--- config.mk ---
export PLATFORM = sky130hd
export DESIGN_NAME = serial_add_flat
export DESIGN_NICKNAME = d
export VERILOG_FILES = /design/src/rtl/serial_add_pkg.sv /design/src/rtl/serial_add_if.sv /design/src/rtl/serial_add_full_add.sv /design/src/rtl/serial_add.sv /design/src/flat_wrapper.sv
export SDC_FILE = /design/constraint.sdc
export NUM_CORES = 1
export LEC_CHECK = 0
export ABC_AREA = 1
export CORE_UTILIZATION = 29
export CTS_CLUSTER_SIZE = 14
export DETAILED_ROUTE_END_ITERATION = 7
export GPL_ROUTABILITY_DRIVEN = 0
export SYNTH_ARGS = -nofsm -noshare
export SYNTH_HDL_FRONTEND = slang
export SYNTH_SLANG_ARGS = --single-unit
--- constraint.sdc ---
create_clock -name clk -period 1.3 [get_ports clk]
set_input_delay 0.26 -clock clk [delete_from_list [all_inputs] [get_ports clk]]
set_output_delay 0.26 -clock clk [all_outputs]
set_load 0.02 [all_outputs]
--- src/rtl/serial_add_pkg.sv ---
// Shared types and helpers for the bit-serial adder.
package serial_add_pkg;

    localparam int unsigned DEFAULT_WIDTH = 8;

    typedef enum logic [1:0] {
        StIdle,
        StShift,
        StDone
    } state_e;

    // Bit counter width; needs to count 0..width-1.
    function automatic int unsigned cnt_w(input int unsigned width);
        return (width > 1) ? $clog2(width) : 1;
    endfunction

endpackage

--- src/rtl/serial_add_if.sv ---
// Request/result bundle between a serial_add user (master) and the adder (slave).
interface serial_add_if
    import serial_add_pkg::*;
#(
    parameter int unsigned WIDTH = DEFAULT_WIDTH
);
    logic             start;
    logic [WIDTH-1:0] a;
    logic [WIDTH-1:0] b;
    logic             cin;
    logic             ready;
    logic             done;
    logic [WIDTH-1:0] sum;
    logic             cout;
    logic             ovf;

    modport master (
        output start, a, b, cin,
        input  ready, done, sum, cout, ovf
    );

    modport slave (
        input  start, a, b, cin,
        output ready, done, sum, cout, ovf
    );
endinterface

--- src/rtl/serial_add_full_add.sv ---
// One-bit full adder used as the serial bit cell.
module full_add (
    input  logic a,
    input  logic b,
    input  logic cin,
    output logic sum,
    output logic cout
);
    // Sum and majority carry.
    always_comb begin
        sum  = a ^ b ^ cin;
        cout = (a & b) | (a & cin) | (b & cin);
    end
endmodule

--- src/rtl/serial_add.sv ---
// Bit-serial ripple adder: one full-adder cell, LSB first, WIDTH clocks per add.
// Optional macro SERIAL_ADD_OVF_EN enables the signed-overflow flag; otherwise ovf is 0.
module serial_add
    import serial_add_pkg::*;
#(
    parameter int unsigned WIDTH = DEFAULT_WIDTH
) (
    input  logic        clk,
    input  logic        rst_n,
    serial_add_if.slave bus
);
    localparam int unsigned    CntW    = cnt_w(WIDTH);
    localparam logic [CntW-1:0] LastCnt = CntW'(WIDTH - 1);

    state_e           state_q, state_d;
    logic [WIDTH-1:0] a_sr_q, a_sr_d;
    logic [WIDTH-1:0] b_sr_q, b_sr_d;
    logic [WIDTH-1:0] sum_q, sum_d;
    logic             c_q, c_d;
    logic             cout_q, cout_d;
    logic [CntW-1:0]  cnt_q, cnt_d;
    logic             fa_s, fa_co;
    logic             accept, last;

    full_add u_cell (
        .a    (a_sr_q[0]),
        .b    (b_sr_q[0]),
        .cin  (c_q),
        .sum  (fa_s),
        .cout (fa_co)
    );

    assign accept = (state_q == StIdle) && bus.start;
    assign last   = (state_q == StShift) && (cnt_q == LastCnt);

    // State register.
    always_ff @(posedge clk or negedge rst_n) begin
        if (!rst_n) begin
            state_q <= StIdle;
        end else begin
            state_q <= state_d;
        end
    end

    // Next-state logic: WIDTH edges in SHIFT, then a single DONE cycle.
    always_comb begin
        state_d = state_q;
        unique case (state_q)
            StIdle:  if (bus.start) state_d = StShift;
            StShift: if (last) state_d = StDone;
            StDone:  state_d = StIdle;
            default: state_d = StIdle;
        endcase
    end

    // Output decode.
    always_comb begin
        bus.ready = (state_q == StIdle);
        bus.done  = (state_q == StDone);
        bus.sum   = sum_q;
        bus.cout  = cout_q;
    end

    // Datapath registers.
    always_ff @(posedge clk or negedge rst_n) begin
        if (!rst_n) begin
            a_sr_q <= '0;
            b_sr_q <= '0;
            sum_q  <= '0;
            c_q    <= 1'b0;
            cout_q <= 1'b0;
            cnt_q  <= '0;
        end else begin
            a_sr_q <= a_sr_d;
            b_sr_q <= b_sr_d;
            sum_q  <= sum_d;
            c_q    <= c_d;
            cout_q <= cout_d;
            cnt_q  <= cnt_d;
        end
    end

    // Datapath next-state: load on accept, shift one bit per SHIFT edge.
    always_comb begin
        a_sr_d = a_sr_q;
        b_sr_d = b_sr_q;
        sum_d  = sum_q;
        c_d    = c_q;
        cout_d = cout_q;
        cnt_d  = cnt_q;
        if (accept) begin
            a_sr_d = bus.a;
            b_sr_d = bus.b;
            c_d    = bus.cin;
            cnt_d  = '0;
            sum_d  = '0;
            cout_d = 1'b0;
        end else if (state_q == StShift) begin
            sum_d  = {fa_s, sum_q[WIDTH-1:1]};
            a_sr_d = a_sr_q >> 1;
            b_sr_d = b_sr_q >> 1;
            c_d    = fa_co;
            cnt_d  = cnt_q + 1'b1;
            if (last) cout_d = fa_co;
        end
    end

`ifdef SERIAL_ADD_OVF_EN
    logic ovf_q, ovf_d;

    // Overflow register: on the last edge c_q is the carry into the MSB.
    always_ff @(posedge clk or negedge rst_n) begin
        if (!rst_n) begin
            ovf_q <= 1'b0;
        end else begin
            ovf_q <= ovf_d;
        end
    end

    // Overflow next-state: cleared on accept, set from carry-in/out of the MSB.
    always_comb begin
        ovf_d = ovf_q;
        if (accept) begin
            ovf_d = 1'b0;
        end else if (last) begin
            ovf_d = c_q ^ fa_co;
        end
    end

    assign bus.ovf = ovf_q;
`else
    assign bus.ovf = 1'b0;
`endif

endmodule

--- src/flat_wrapper.sv ---
// flat-port wrapper written by rule: the top's interface ports become plain ports
module serial_add_flat import serial_add_pkg::*;
#(
    parameter int unsigned WIDTH = DEFAULT_WIDTH
)
  (clk, rst_n, bus_start, bus_a, bus_b, bus_cin, bus_ready, bus_done, bus_sum, bus_cout, bus_ovf);
  serial_add_if #(.WIDTH(WIDTH)) bus_i ();
  input  logic clk;
  input  logic rst_n;
  input wire logic [$bits(bus_i.start)-1:0] bus_start;
  input wire logic [$bits(bus_i.a)-1:0] bus_a;
  input wire logic [$bits(bus_i.b)-1:0] bus_b;
  input wire logic [$bits(bus_i.cin)-1:0] bus_cin;
  output wire logic [$bits(bus_i.ready)-1:0] bus_ready;
  output wire logic [$bits(bus_i.done)-1:0] bus_done;
  output wire logic [$bits(bus_i.sum)-1:0] bus_sum;
  output wire logic [$bits(bus_i.cout)-1:0] bus_cout;
  output wire logic [$bits(bus_i.ovf)-1:0] bus_ovf;
  assign bus_i.start = bus_start;
  assign bus_i.a = bus_a;
  assign bus_i.b = bus_b;
  assign bus_i.cin = bus_cin;
  assign bus_ready = bus_i.ready;
  assign bus_done = bus_i.done;
  assign bus_sum = bus_i.sum;
  assign bus_cout = bus_i.cout;
  assign bus_ovf = bus_i.ovf;
  serial_add #(.WIDTH(WIDTH)) u_core (.clk(clk), .rst_n(rst_n), .bus(bus_i));
endmodule
==> run_results.csv, run 1 <==
group,metric,value,unit
outcome,run_status,"finished clean",
clock_network,insertion_delay,0.28,ns
critical_path,required,1.04,ns
clock_network,cts-buffers-inserted,5,
finish,fillers,531,
critical_path,crit_family,"flip-flops",
global_route,grt_pass1_wl,6050,um
critical_path,crit_path_cell_trace,"nor2_8 > buf_6",
pwr,p_leak,1.17,nW
timing,max_freq,793,MHz
clock_network,cts.path.max_buffers,2,
worst_hold_path,hold_class,"in2async",
critical_path,r2r_cells,5,
critical_path,startpoint_type,"flop",
logic_synthesis,netlist_area,1580,um^2
critical_path,critPathKind,"reg2out",
die,die_area,5760,um^2
finish,postLayoutCoreUtil,41.7,%
place,dpl_cell_area,2020,um^2
logic_synthesis,synth-main-ff-cell,"dfrtp_1",
timing,finalHoldViolations,0,
die,initial_core_util,30.6,%
logic_synthesis,ys_types,19,
route,wirelength,3340,um
finish,n_antenna_cell,0,
logic_synthesis,yosysMostFrequentCell,"nand2_1",
place,io_buffers,30,
die,rows,26,
clock_network,htree_levels,2,
timing,grt_setup_unrepaired,"true",
timing,final-max-slew-violation-count,0,
global_route,globalRoute.totalOverflow,0,
logic_synthesis,syn_inst,193,
global_route,grt_max_degree,32,
global_route,grt_antenna_before_repair,0,
timing,fin_ws,0.0386,ns
logic_synthesis,ys_warn_count,0,
finish,area_growth,36.2,%
clock_network,cts.sinks,31,
logic_synthesis,ys_seq_area_share,49.0,%
route,wl_per_cell,10.9,um
route,viasPerCell,4.23,
route,drtIter0Drc,54,
place,dp_cells,299,
clock_network,cts_tree,"done",
logic_synthesis,synthArstFlopShare,100,%
critical_path,critical_path.max_stage_delay,0.45,ns
pwr,p_per_area,2200,nW/um^2
route,drc,0,
finish,final_cells,307,
die,fp.coreArea,5170,um^2
critical_path,critPathCaptureType,"primary output",
timing,timing.final.crit_share,97.0,%
critical_path,critPathSlowestCell,"dfrtp_2",
die,die_x,75.9,um
clock_network,post-cts-setup-buffers,0,
global_route,grt_usage,13.4,%
finish,multiInputGateArea,643,um^2
route,drt_pass1_iterations,4,
place,post-place-ws,-0.157,ns
pwr,vdd_drop_max,0.000915,V
critical_path,crit_arrival,1.00,ns
flow_run,cap_viol_max_count,0,
finish,drive_above_1_share,19.0,%
route,ant_nets,0,
logic_synthesis,synth_top_cell_area_share,49.0,%
clock_network,cts.clk_slew.worst_paths,0.06,ns
logic_synthesis,yosys-top-cells-area,"dfrtp_1, nand2_1, nand3_1",
route,vias,1298,
critical_path,cp_max_fo,3,
logic_synthesis,synth.top_cells.by_count,"nand2_1, nand3_1, dfrtp_1, inv_1, nand2_2",
critical_path,r2r_start,"u_core.state_q[0]",
timing,setup_viol,0,
logic_synthesis,syn_avg_cell_area,8.21,um^2
finish,fin_nets,259,
timing,min_period,1.26,ns
die,die_h,75.9,um
finish,fin_area,2160,um^2
critical_path,critical_path_buf_inv_count,1,
clock_network,cts_hold_buf,0,
global_route,grt_pass1_vias,1303,
critical_path,crit_start,"u_core.state_q[0]",
logic_synthesis,synth_edf_count,0,
place,place_hpwl,2310,um
critical_path,cp.depth,2,
finish,register_area,778,um^2
logic_synthesis,ys_ff_latch,31,
logic_synthesis,synth_nets,216,
timing,skew,0.00560,ns
logic_synthesis,yosysTopAreaCell,"dfrtp_1",
clock_network,clockRootBuffer,"clkbuf_8",
die,io_pins,32,
timing,tns,0,ns
worst register-to-register path, delay by kind of cell, from the launching register on:
family,cells,cell delay (ns)
buffers and inverters,2,0.34
AND/OR/NAND/NOR,1,0.05
flip-flops,1,0.45
AO/OA/AOI/OAI,2,0.32
layer usage:
layer / up-vias / GRT usage (%) / share of wire [%]
met2: 31 / 18.6 / 42
met1: 584 / 19.0 / 52
met3: 4 / 4.70 / 5.1
met4: 0 / 4.62 / 1.3
met5: - / 0 / 0
li1: 679 / - / -
final cells by class:
| class | instances | share of cell area (%) |
|---|---|---|
| clock buffers | 6 | 3.83 |
| inverters | 18 | 3.25 |
| flip-flops and latches | 31 | 36.1 |
| multi-input cells | 133 | 29.8 |
| repair buffers | 47 | 21.3 |
| clock inverters | 2 | 1.62 |
| well taps | 70 | 4.06 |
final timing paths:
kind | endpoint | slack, ns
worst max-delay path | bus_ready | 0.04
worst min-delay path | u_core.b_sr_q[5] | 0.34
worst max register to register | u_core.bus.sum[7] | 0.05
worst min register to register | u_core.a_sr_q[6] | 0.48
max in group asynchronous | u_core.state_q[0] | 0.78
min in group clk | u_core.a_sr_q[6] | 0.48
report_power, final:
part / leakage [nW] / internal (mW) / switching (mW)
combinational: 0.715 / 0.921 / 1.19
sequential: 0.394 / 1.40 / 0.254
clock: 0.0612 / 0.620 / 0.361
total: 1.17 / 2.94 / 1.80
per-stage QoR:
step / hold slack, ns / power [mW]
final: 0.342 / 4.74
after global routing: 0.361 / 5.16
after CTS: 0.344 / 4.75
after detailed placement: 0.465 / 3.82
after global placement: 0.464 / 3.78
after floorplan: -0.0356 / 3.04
flip-flops by register name, summed over array words and instances, names as in the netlist:
name             count
u_core.a_sr_q        8
u_core.b_sr_q        8
u_core.bus.sum       8
u_core.cnt_q         3
u_core.state_q       2
u_core.bus.cout      1
u_core.c_q           1
cells in the final DEF, fill, tap and decap left out:
cell type and n:
clkdlybuf4s15_1 1, nand2_4 1, nor2_1 1, dfrtp_1 29
dlygate4sd2_1 8, nand2_2 11, inv_4 1, clkbuf_8 6
dfrtp_2 2, o21ai_4 1, nand2_1 77, fa_1 1
inv_2 1, bufinv_16 1, buf_4 11, conb_1 1
buf_6 6, clkinv_2 1, clkdlybuf4s50_1 19, o21ai_0 3
ha_1 2, buf_12 2, nor2_8 1, nand3_1 34
inv_1 16
logic make-up (layout without fill, tap and decap cells):
| family | after synthesis | count (layout) | synth area share (%) |
|---|---|---|---|
| AO/OA/AOI/OAI | 4 | 4 | 1.97 |
| adder cells (fa/ha/maj) | 3 | 3 | 2.84 |
| buffers and inverters | 29 | 73 | 10.7 |
| flip-flops | 31 | 31 | 49.0 |
| other | 1 | 1 | 0.237 |
| AND/OR/NAND/NOR | 125 | 125 | 35.2 |
timing repair:
action,4_1_cts,5_1_grt
endpoints found under the setup margin,23,19
resized for setup,21,9
hold endpoints to repair,0,0
pin swaps,0,1
Power figures use the tool's default switching activity.
==> run 2, diff against run 1 <==
REMOVE_ABC_BUFFERS = 1   (was not set)
SETUP_SLACK_MARGIN = 0.1   (was not set)
==> run_results.csv, run 2 (synthesis gave the netlist of run 1 again) <==
group,metric,value,unit
die,io_pins,32,
die,die_x,75.9,um
critical_path,critical_path_buf_inv_count,1,
timing,max_freq,785,MHz
finish,register_area,778,um^2
die,die_area,5760,um^2
clock_network,clockRootBuffer,"clkbuf_8",
timing,fin_ws,0.0255,ns
global_route,grt_max_degree,32,
critical_path,required,1.04,ns
timing,setup_viol,0,
global_route,grt_pass1_vias,1242,
global_route,grt_pass1_wl,5820,um
route,ant_nets,0,
critical_path,crit_family,"flip-flops",
timing,finalHoldViolations,0,
worst_hold_path,hold_class,"in2async",
route,drc,0,
clock_network,cts.sinks,31,
global_route,grt_antenna_before_repair,0,
route,wl_per_cell,11.5,um
clock_network,cts.clk_slew.worst_paths,0.07,ns
global_route,globalRoute.totalOverflow,0,
die,initial_core_util,30.6,%
timing,grt_setup_unrepaired,"true",
route,viasPerCell,4.29,
place,post-place-ws,-0.142,ns
global_route,grt_usage,12.9,%
route,vias,1326,
finish,fillers,524,
critical_path,critPathCaptureType,"primary output",
route,drt_pass1_iterations,4,
flow_run,cap_viol_max_count,0,
critical_path,startpoint_type,"flop",
critical_path,critPathSlowestCell,"dfrtp_2",
timing,timing.final.crit_share,98.0,%
die,rows,26,
pwr,vdd_drop_max,0.000605,V
outcome,run_status,"finished clean",
die,fp.coreArea,5170,um^2
finish,drive_above_1_share,24.3,%
finish,n_antenna_cell,0,
finish,postLayoutCoreUtil,42.0,%
finish,final_common_cell,"nand2_1",
timing,skew,0.00743,ns
critical_path,crit_arrival,1.01,ns
route,drtIter0Drc,62,
clock_network,cts.path.max_buffers,2,
finish,area_growth,37.0,%
finish,fin_nets,262,
clock_network,cts-buffers-inserted,5,
place,place_hpwl,2290,um
clock_network,htree_levels,2,
critical_path,critical_path.max_stage_delay,0.45,ns
pwr,p_leak,1.17,nW
route,wirelength,3540,um
clock_network,cts_hold_buf,0,
critical_path,cp_max_fo,3,
critical_path,reg2reg_slack,0.06,ns
critical_path,critPathKind,"reg2out",
finish,final_cell_mix,"nand2_1, nand3_1, dfrtp_1, clkdlybuf4s50_1, inv_1",
die,die_h,75.9,um
finish,multiInputGateArea,646,um^2
clock_network,cts_tree,"done",
pwr,p_per_area,2140,nW/um^2
place,io_buffers,30,
clock_network,insertion_delay,0.29,ns
timing,final-max-slew-violation-count,0,
critical_path,crit_path_cell_trace,"nor2_1 > buf_4",
timing,min_period,1.27,ns
==> run 2: per-layer routing <==
layer | global-route usage (%) | wire (um)
met2 | 19.4 | 1650
met5 | 0 | 0
met4 | 4.62 | 46
met3 | 4.22 | 148
met1 | 17.2 | 1690
==> run 2: cell type report <==
class,instances,area share (%)
well taps,70,4.03
multi-input cells,133,29.7
inverters,18,3.23
clock buffers,6,3.80
flip-flops and latches,31,35.9
repair buffers,50,23.1
clock inverters,1,0.231
==> run 2: timing repair <==
item                                    in CTS  in global routing
gates resized for setup                     49                 11
endpoints found under the setup margin      40                 35
cloned                                       0                  2
pin swaps                                    1                  2
setup buffers                                1                  5
==> run 2: worst paths after layout <==
check	startpoint	endpoint	cells past startpoint
worst max-delay path	u_core.state_q[0]	bus_done	2
worst min-delay path	rst_n	u_core.a_sr_q[5]	2
worst max register to register	u_core.state_q[1]	u_core.a_sr_q[3]	7
worst min register to register	u_core.a_sr_q[3]	u_core.a_sr_q[3]	2
max in group asynchronous	rst_n	u_core.state_q[0]	2
min in group clk	u_core.a_sr_q[3]	u_core.a_sr_q[3]	2
==> run 2: where the power goes <==
part | leakage [nW] | total [mW] | switching [mW] | internal, mW
clock network | 0.0470 | 0.765 | 0.351 | 0.415
logic | 0.732 | 2.20 | 1.22 | 0.987
registers | 0.394 | 1.67 | 0.273 | 1.40
==> run 2: worst register-to-register path, cell delays in order (launching register included) <==
cell and delay, ns:
dfrtp_2 0.44, inv_2 0.09, buf_8 0.13, o21ai_4 0.07
buf_12 0.14, clkbuf_16 0.16, nand2_1 0.06, nand2_1 0.05
==> run 2: metrics by stage <==
| stage | TNS (ns) | area [um^2] | hold slack [ns] | power (mW) | cells |
|---|---|---|---|---|---|
| after floorplan | -1.95 | 1480 | -0.0356 | 2.83 | 182 |
| after global placement | -2.50 | 1980 | 0.464 | 3.67 | 294 |
| after detailed placement | -2.78 | 1980 | 0.465 | 3.70 | 294 |
| after CTS | 0 | 2080 | 0.351 | 4.46 | 302 |
| after global routing | -0.0486 | 2170 | 0.360 | 5.03 | 309 |
| final | 0 | 2170 | 0.339 | 4.64 | 309 |
==> run 3, diff against run 2 <==
GPL_TIMING_DRIVEN = 0   (was not set)
==> run_results.csv, run 3 (synthesis gave the netlist of run 1 again) <==
group,metric,value,unit
global_route,top_usage_layer,"met2",
pwr,p_leak,1.16,nW
timing,max_slew_margin,52.1,%
die,initial_core_util,30.6,%
timing,tightest_slew,0.719,ns
global_route,grt.met2_usage,21.6,%
clock_network,insertion_delay,0.29,ns
clock_network,cts.clk_slew.worst_paths,0.07,ns
die,fp.coreArea,5170,um^2
pwr,power,5.10,mW
global_route,grt_pass1_wl,6020,um
die,die_x,75.9,um
timing,skew,0.00857,ns
clock_network,htree_levels,2,
clock_network,cts-buffers-inserted,5,
global_route,grt_antenna_before_repair,0,
route,viasPerCell,4.42,
clock_network,cts_hold_buf,0,
finish,fillers,501,
clock_network,clockRootBuffer,"clkbuf_8",
timing,fin_ws,-0.0544,ns
global_route,grtUsageMet1,16.5,%
timing,min_period,1.35,ns
outcome,run_status,"finished with violations",
finish,final_common_cell,"nand2_1",
die,io_pins,32,
die,rows,26,
critical_path,critPathKind,"reg2out",
finish,fin_area,2230,um^2
global_route,use_met3,4.34,%
route,wl_per_cell,13.1,um
timing,finalHoldViolations,0,
place,io_buffers,30,
finish,drive_above_1_share,28.7,%
global_route,grt_max_degree,32,
critical_path,critPathCaptureType,"primary output",
clock_network,cts_tree,"done",
timing,max_freq,738,MHz
timing,final-max-slew-violation-count,0,
finish,fin_nets,259,
clock_network,cts.path.max_buffers,2,
route,ant_nets,0,
critical_path,cp_max_fo,4,
global_route,grt_usage,13.5,%
die,die_area,5760,um^2
die,die_h,75.9,um
pwr,p_per_area,2290,nW/um^2
finish,final_cell_mix,"nand2_1, nand3_1, dfrtp_1, clkdlybuf4s50_1, inv_1",
place,place_hpwl,2070,um
finish,multiInputGateArea,731,um^2
critical_path,crit_arrival,1.09,ns
timing,timing.final.crit_share,104,%
global_route,grt_pass1_vias,1294,
timing,grt_setup_unrepaired,"true",
finish,n_antenna_cell,0,
global_route,globalRoute.totalOverflow,0,
route,drt_pass1_iterations,4,
outcome,violations,"negative setup slack",
route,drc,0,
critical_path,required,1.04,ns
route,drtIter0Drc,113,
route,vias,1358,
route,wirelength,4020,um
clock_network,cts.sinks,31,
finish,register_area,781,um^2
worst_hold_path,hold_class,"in2async",
critical_path,startpoint_type,"flop",
finish,area_growth,40.6,%
flow_run,cap_viol_max_count,0,
place,dpl_cell_area,1860,um^2
pwr,vdd_drop_max,0.000609,V
timing,setup_viol,3,
run 3: changes by cell type in the layout (fill, tap and decap cells not counted), moves of 2 or more:
cell	previous run	this run
buf_12	3	1
buf_4	12	7
buf_6	3	7
buf_8	2	0
inv_2	2	0
nand2_1	77	73
nand2_2	11	15
nand2_8	0	2
nand3_1	34	29
nand3_2	0	5
run 3: report_power, final:
group	internal, mW	total (mW)	switching, mW
logic	1.04	2.39	1.34
clock network	0.620	0.990	0.371
registers	1.40	1.72	0.316
run 3: final timing paths:
path | startpoint | endpoint | slack, ns | cells past startpoint
max | u_core.state_q[0] | bus_ready | -0.05 | 2
min | rst_n | u_core.state_q[0] | 0.009 | 1
max reg2reg | u_core.state_q[0] | u_core.a_sr_q[4] | 0 | 6
min reg2reg | u_core.bus.sum[0] | u_core.bus.sum[0] | 0.47 | 2
max in group asynchronous | rst_n | u_core.state_q[0] | 0.79 | 1
min in group clk | u_core.bus.sum[0] | u_core.bus.sum[0] | 0.47 | 2
run 3: layout make-up:
type / count / area share [%]
clock buffer: 6 / 3.71
sequential: 31 / 35.1
multi-input combinational: 135 / 32.8
timing repair buffer: 45 / 19.4
clock inverter: 2 / 1.57
inverter: 18 / 3.48
tap: 70 / 3.93
run 3: repair_timing:
item,4_1_cts,5_1_grt
endpoints found under the hold margin,0,0
pin swaps,3,5
buffers inserted,10,3
gates resized for setup,60,23
cloned,1,3
endpoints found under the setup margin,41,34
run 3: per-stage QoR:
step | utilization [%] | cells | setup WS [ns] | TNS [ns] | hold WS (ns)
after floorplan | - | 182 | -0.0905 | -1.95 | -0.0356
after global placement | 36.1 | 282 | -0.982 | -49.79 | 0.465
after detailed placement | 36.0 | 282 | -0.989 | -28.58 | 0.350
after CTS | 40.0 | 301 | -0.0414 | -0.0804 | 0.0382
after global routing | 43.1 | 307 | -0.0760 | -0.538 | 0.0715
final | 43.1 | 307 | -0.0544 | -0.102 | 0.00917
run 3: critical path, stage by stage, from the launching register on:
cell and delay, ns:
dfrtp_4 0.53, nor2_8 0.14, buf_6 0.13
run 3: metal layers:
metal | part of all wire, % | up-vias
met4 | 1.5 | 0
met3 | 5.2 | 7
met5 | 0 | -
li1 | - | 682
met2 | 48 | 37
met1 | 46 | 632
==> patch 1: new RTL, settings of run 3 <==
Build with the macro `SERIAL_ADD_OVF_EN` defined.
--- a/src/rtl/serial_add.sv
+++ b/src/rtl/serial_add.sv
@@ -1,5 +1,7 @@
 // Bit-serial ripple adder: one full-adder cell, LSB first, WIDTH clocks per add.
 // Optional macro SERIAL_ADD_OVF_EN enables the signed-overflow flag; otherwise ovf is 0.
+`define SERIAL_ADD_OVF_EN
+
 module serial_add
     import serial_add_pkg::*;
 #(
Function: changed (a bounded check fails within 10 cycles, from zero or initial values and one cycle with rst_n low).
==> patch 1 against run 3 <==
The flow still finishes with violations (setup timing). Final area shrank 2.9%. Total power shrank 3.3%. Count of clock-buffer cells in the layout grew 1. Critical path type unchanged. Synthesized cell count grew 1.6%. Die area is essentially flat. Synthesized area barely moved. Wire length is 9.6% lower. Sequential cell count is 1 higher. Setup slack lost 15 ps.
==> patch 1: results (changes against run 3) <==
GR Util met2=21.09% (-0.55 points); GRT met3 Usage=3.494% (-0.84 points); Synth top cells by count=nand2_1, nand3_1, dfrtp_1, inv_1, buf_6; wirelength, routed=3.631 mm (-9.6%); Yosys cell types=17 (-2); Detail Placement HPWL=2.004 mm (-3.1%); Synth Area in XOR/XNOR=0.5525% (+0.55 points); share of cells above drive strength 1=19.17% (-9.5 points); worst r2r dst=u_core.a_sr_q[5]; Worst slew margin=51.41% (-0.67 points); routed vias=1381 (+1.7%); sum of negative setup slack=-150.6 ps (-48.51 ps); initial DRC count=100 (-12%); leakage power=1.163 nW (+0.58%); status=finished with violations; Synth Area in Compound Gates=1.973% (about the same); Worst Path Arrival=1110 ps (+20 ps); met1 GRT Util=19.22% (+2.7 points); peak supply drop=922.6 uV (+51%); number of global-route vias before repair=1292 (-0.15%); failing checks=setup timing; min setup slack post-route=-69.28 ps (-14.83 ps); crit-path max FO=5 (+1); Setup Viol. Count Final=11 (+8); largest net degree at the start of global routing=33 (+3.1%); GRT Util Overall=13.87% (+0.40 points); Hold Slack=29.71 ps (+20.53 ps)
-- patch 1: layout make-up --
class / count / area [um^2]
clock buffers: 7 / 96.34
clock inverters: 1 / 30.03
fillers: 532 / 3009
inverters: 18 / 80.08
multi-input cells: 137 / 665.6
flip-flops and latches: 32 / 805.8
well taps: 70 / 87.58
repair buffers: 45 / 397.9
-- patch 1: worst max-delay path by stage --
stage,slack [ps],start,end
finish,-70,u_core.state_q[0],bus_ready
global route,-90,u_core.state_q[0],bus_ready
CTS,-50,u_core.state_q[0],bus_ready
detailed placement,-910,bus_start,u_core.cnt_q[0]
global placement,-860,bus_start,u_core.b_sr_q[0]
floorplan,-40,u_core.state_q[0],u_core.bus.ovf
-- patch 1: where the power goes --
group	internal, mW	leakage, nW	total (mW)	switching, mW
Combinational	0.892	0.691	2.12	1.23
Sequential	1.45	0.408	1.75	0.307
Clock	0.676	0.0645	1.05	0.378
-- patch 1: routing by layer --
| layer | wire length (um) | part of all wire (%) |
|---|---|---|
| met1 | 1666 | 46 |
| met5 | 0 | 0 |
| met4 | 46 | 1.3 |
| met2 | 1730 | 48 |
| met3 | 187 | 5.2 |
-- patch 1: metrics by stage --
| step | instance area, um^2 | setup WS [ps] | cells |
|---|---|---|---|
| floorplan | 1500 | -37.89 | 186 |
| global placement | 1898 | -863.5 | 287 |
| detailed placement | 1893 | -906.5 | 287 |
| CTS | 2132 | -45.34 | 309 |
| global route | 2163 | -90.31 | 310 |
| finish | 2163 | -69.28 | 310 |
-- patch 1: repair_timing --
item,CTS,global route
gates cloned,1,0
setup endpoints to repair,44,35
hold buffers,0,0
resized for setup,68,9
setup buffers,13,1
pin swaps,4,1
==> patch 2: new RTL, flow settings as in run 3 <==
Without the edit above. Encoding of `state_e`: now one-hot (3 bits for 3 states).
--- a/src/rtl/serial_add_pkg.sv
+++ b/src/rtl/serial_add_pkg.sv
@@ -3,10 +3,10 @@
 
     localparam int unsigned DEFAULT_WIDTH = 8;
 
-    typedef enum logic [1:0] {
-        StIdle,
-        StShift,
-        StDone
+    typedef enum logic [2:0] {
+        StIdle  = 3'b001,
+        StShift = 3'b010,
+        StDone  = 3'b100
     } state_e;
 
     // Bit counter width; needs to count 0..width-1.
Function: no difference found for any inputs over 10 cycles, from zero or initial values and one cycle with rst_n low; not proved beyond that.
==> patch 2 against run 3 <==
The run still ends with setup timing left. Total power grew 2.3%. Final area increased by 6.3%. Final cell count rose by 14%. Wire length increased by 15%. Setup slack worse by 88 ps. Synthesized area grew 12%. Sequential cell count increased by 1. First-iteration DRC count up 13%. Critical path depth grew 2. Register-to-register slack got worse by 80 ps. Clock skew rose by 1.5 ps. Largest power group unchanged. Highest routed layer unchanged.
==> patch 2: results (changes against run 3) <==
Worst-Margin Slew=727.6 ps (+8.907 ps); clk root buf=clkbuf_8; GRT Util Overall=15.85% (+2.4 points); share of cells above drive strength 1=18.12% (-11 points); number of global-route vias before repair=1592 (+23%); failing checks=setup timing; initial DRC count=128 (+13%); Port-buffer cells=30 (unchanged); crit-path max FO=6 (+2); status=finished with violations; peak supply drop=774.3 uV (+27%); Synth top cells by count=nand2_1, nand3_1, inv_1, dfrtp_1, nor2_1; min setup slack post-route=-142.5 ps (-88.03 ps); Worst Skew=10.10 ps (+1.525 ps); Seq/Total Area, Yosys=45.24% (-3.7 points); Crit-path slowest cell=dfrtp_4; Layout Nets=298 (+15%); wirelength, routed=4.636 mm (+15%); Worst Path Arrival=1180 ps (+90 ps); Setup Viol. Count Final=33 (+30); dpl ws=-1042 ps (-52.30 ps); H-tree depth=2 (unchanged); largest net degree at the start of global routing=33 (+3.1%); clk buf depth=2 (unchanged); post-DR vias/cell=4.664 (+5.4%); area post-placement=0.002064 mm^2 (+11%); leakage power=1.288 nW (+11%); DR DRC count=0 (unchanged); first-pass GRT wire length=7.652 mm (+27%); Yosys warnings=0 (unchanged); initial antenna violation count=0 (unchanged); Detail Placement HPWL=2.312 mm (+12%); Area contributors post-synth=dfrtp_1, nand2_1, nand3_1; fillers=618 (+23%); Yosys cell types=20 (+1)
[patch 2: worst max-delay path: cells and delay by family, from the launching register on]
kind	cells	cell delay, ps
flops	1	530
simple gates	2	210
buf+inv	2	150
[patch 2: final cells by class]
class / count / area (um^2) / area share, %
clock buffer: 8 / 100.1 / 4.228
inverter: 35 / 142.6 / 6.025
multi-input combinational: 160 / 838.3 / 35.41
sequential: 32 / 805.8 / 34.04
tap: 75 / 93.84 / 3.964
timing repair buffer: 41 / 386.6 / 16.33
[patch 2: power breakdown]
| group | internal [mW] | leakage [nW] | switching [mW] |
|---|---|---|---|
| logic | 1.07 | 0.843 | 1.59 |
| registers | 1.44 | 0.394 | 0.269 |
| clock network | 0.483 | 0.0515 | 0.367 |
| total | 2.99 | 1.29 | 2.22 |
[patch 2: worst paths after layout]
kind	from	end	slack, ps	cells past startpoint
worst max register to register	u_core.state_q[0]	u_core.b_sr_q[2]	-80	5
min in group clk	u_core.a_sr_q[7]	u_core.a_sr_q[7]	500	2
worst min register to register	u_core.a_sr_q[7]	u_core.a_sr_q[7]	500	2
worst max-delay path	u_core.state_q[1]	bus_ready	-140	4
worst min-delay path	rst_n	u_core.a_sr_q[6]	30	1
max in group asynchronous	rst_n	u_core.state_q[1]	730	1
[patch 2: cell families (layout without fill, tap and decap cells)]
family / Yosys count / in the layout / share of synthesized area (%)
compound gates: 1 / 1 / 0.2820
buf+inv: 50 / 84 / 12.91
flops: 32 / 32 / 45.24
other cells: 1 / 1 / 0.2115
simple gates: 151 / 155 / 38.81
fa+ha+maj: 3 / 3 / 2.540
[patch 2: metal layers]
metal	up-vias	track usage [%]	part of all wire [%]
li1	823	-	-
met1	756	20.44	47
met2	47	25.64	46
met3	11	2.500	4.8
met4	0	7.857	2.2
met5	-	0	0
[patch 2: stage by stage]
| stage | util, % | TNS (ps) | cells |
|---|---|---|---|
| 2_1_floorplan | - | -4926 | 223 |
| 3_3_place_gp | 34.95 | -52500 | 328 |
| 3_5_place_dp | 34.87 | -31420 | 328 |
| 4_1_cts | 39.79 | -2758 | 350 |
| 5_1_grt | 39.98 | -4116 | 351 |
| 6_report | 39.98 | -2056 | 351 |
[patch 2: repair_timing]
action,4_1_cts,5_1_grt
endpoints found under the setup margin,43,37
buffers inserted,9,1
pin swaps,3,1
cloned,5,0
gates resized for setup,64,7
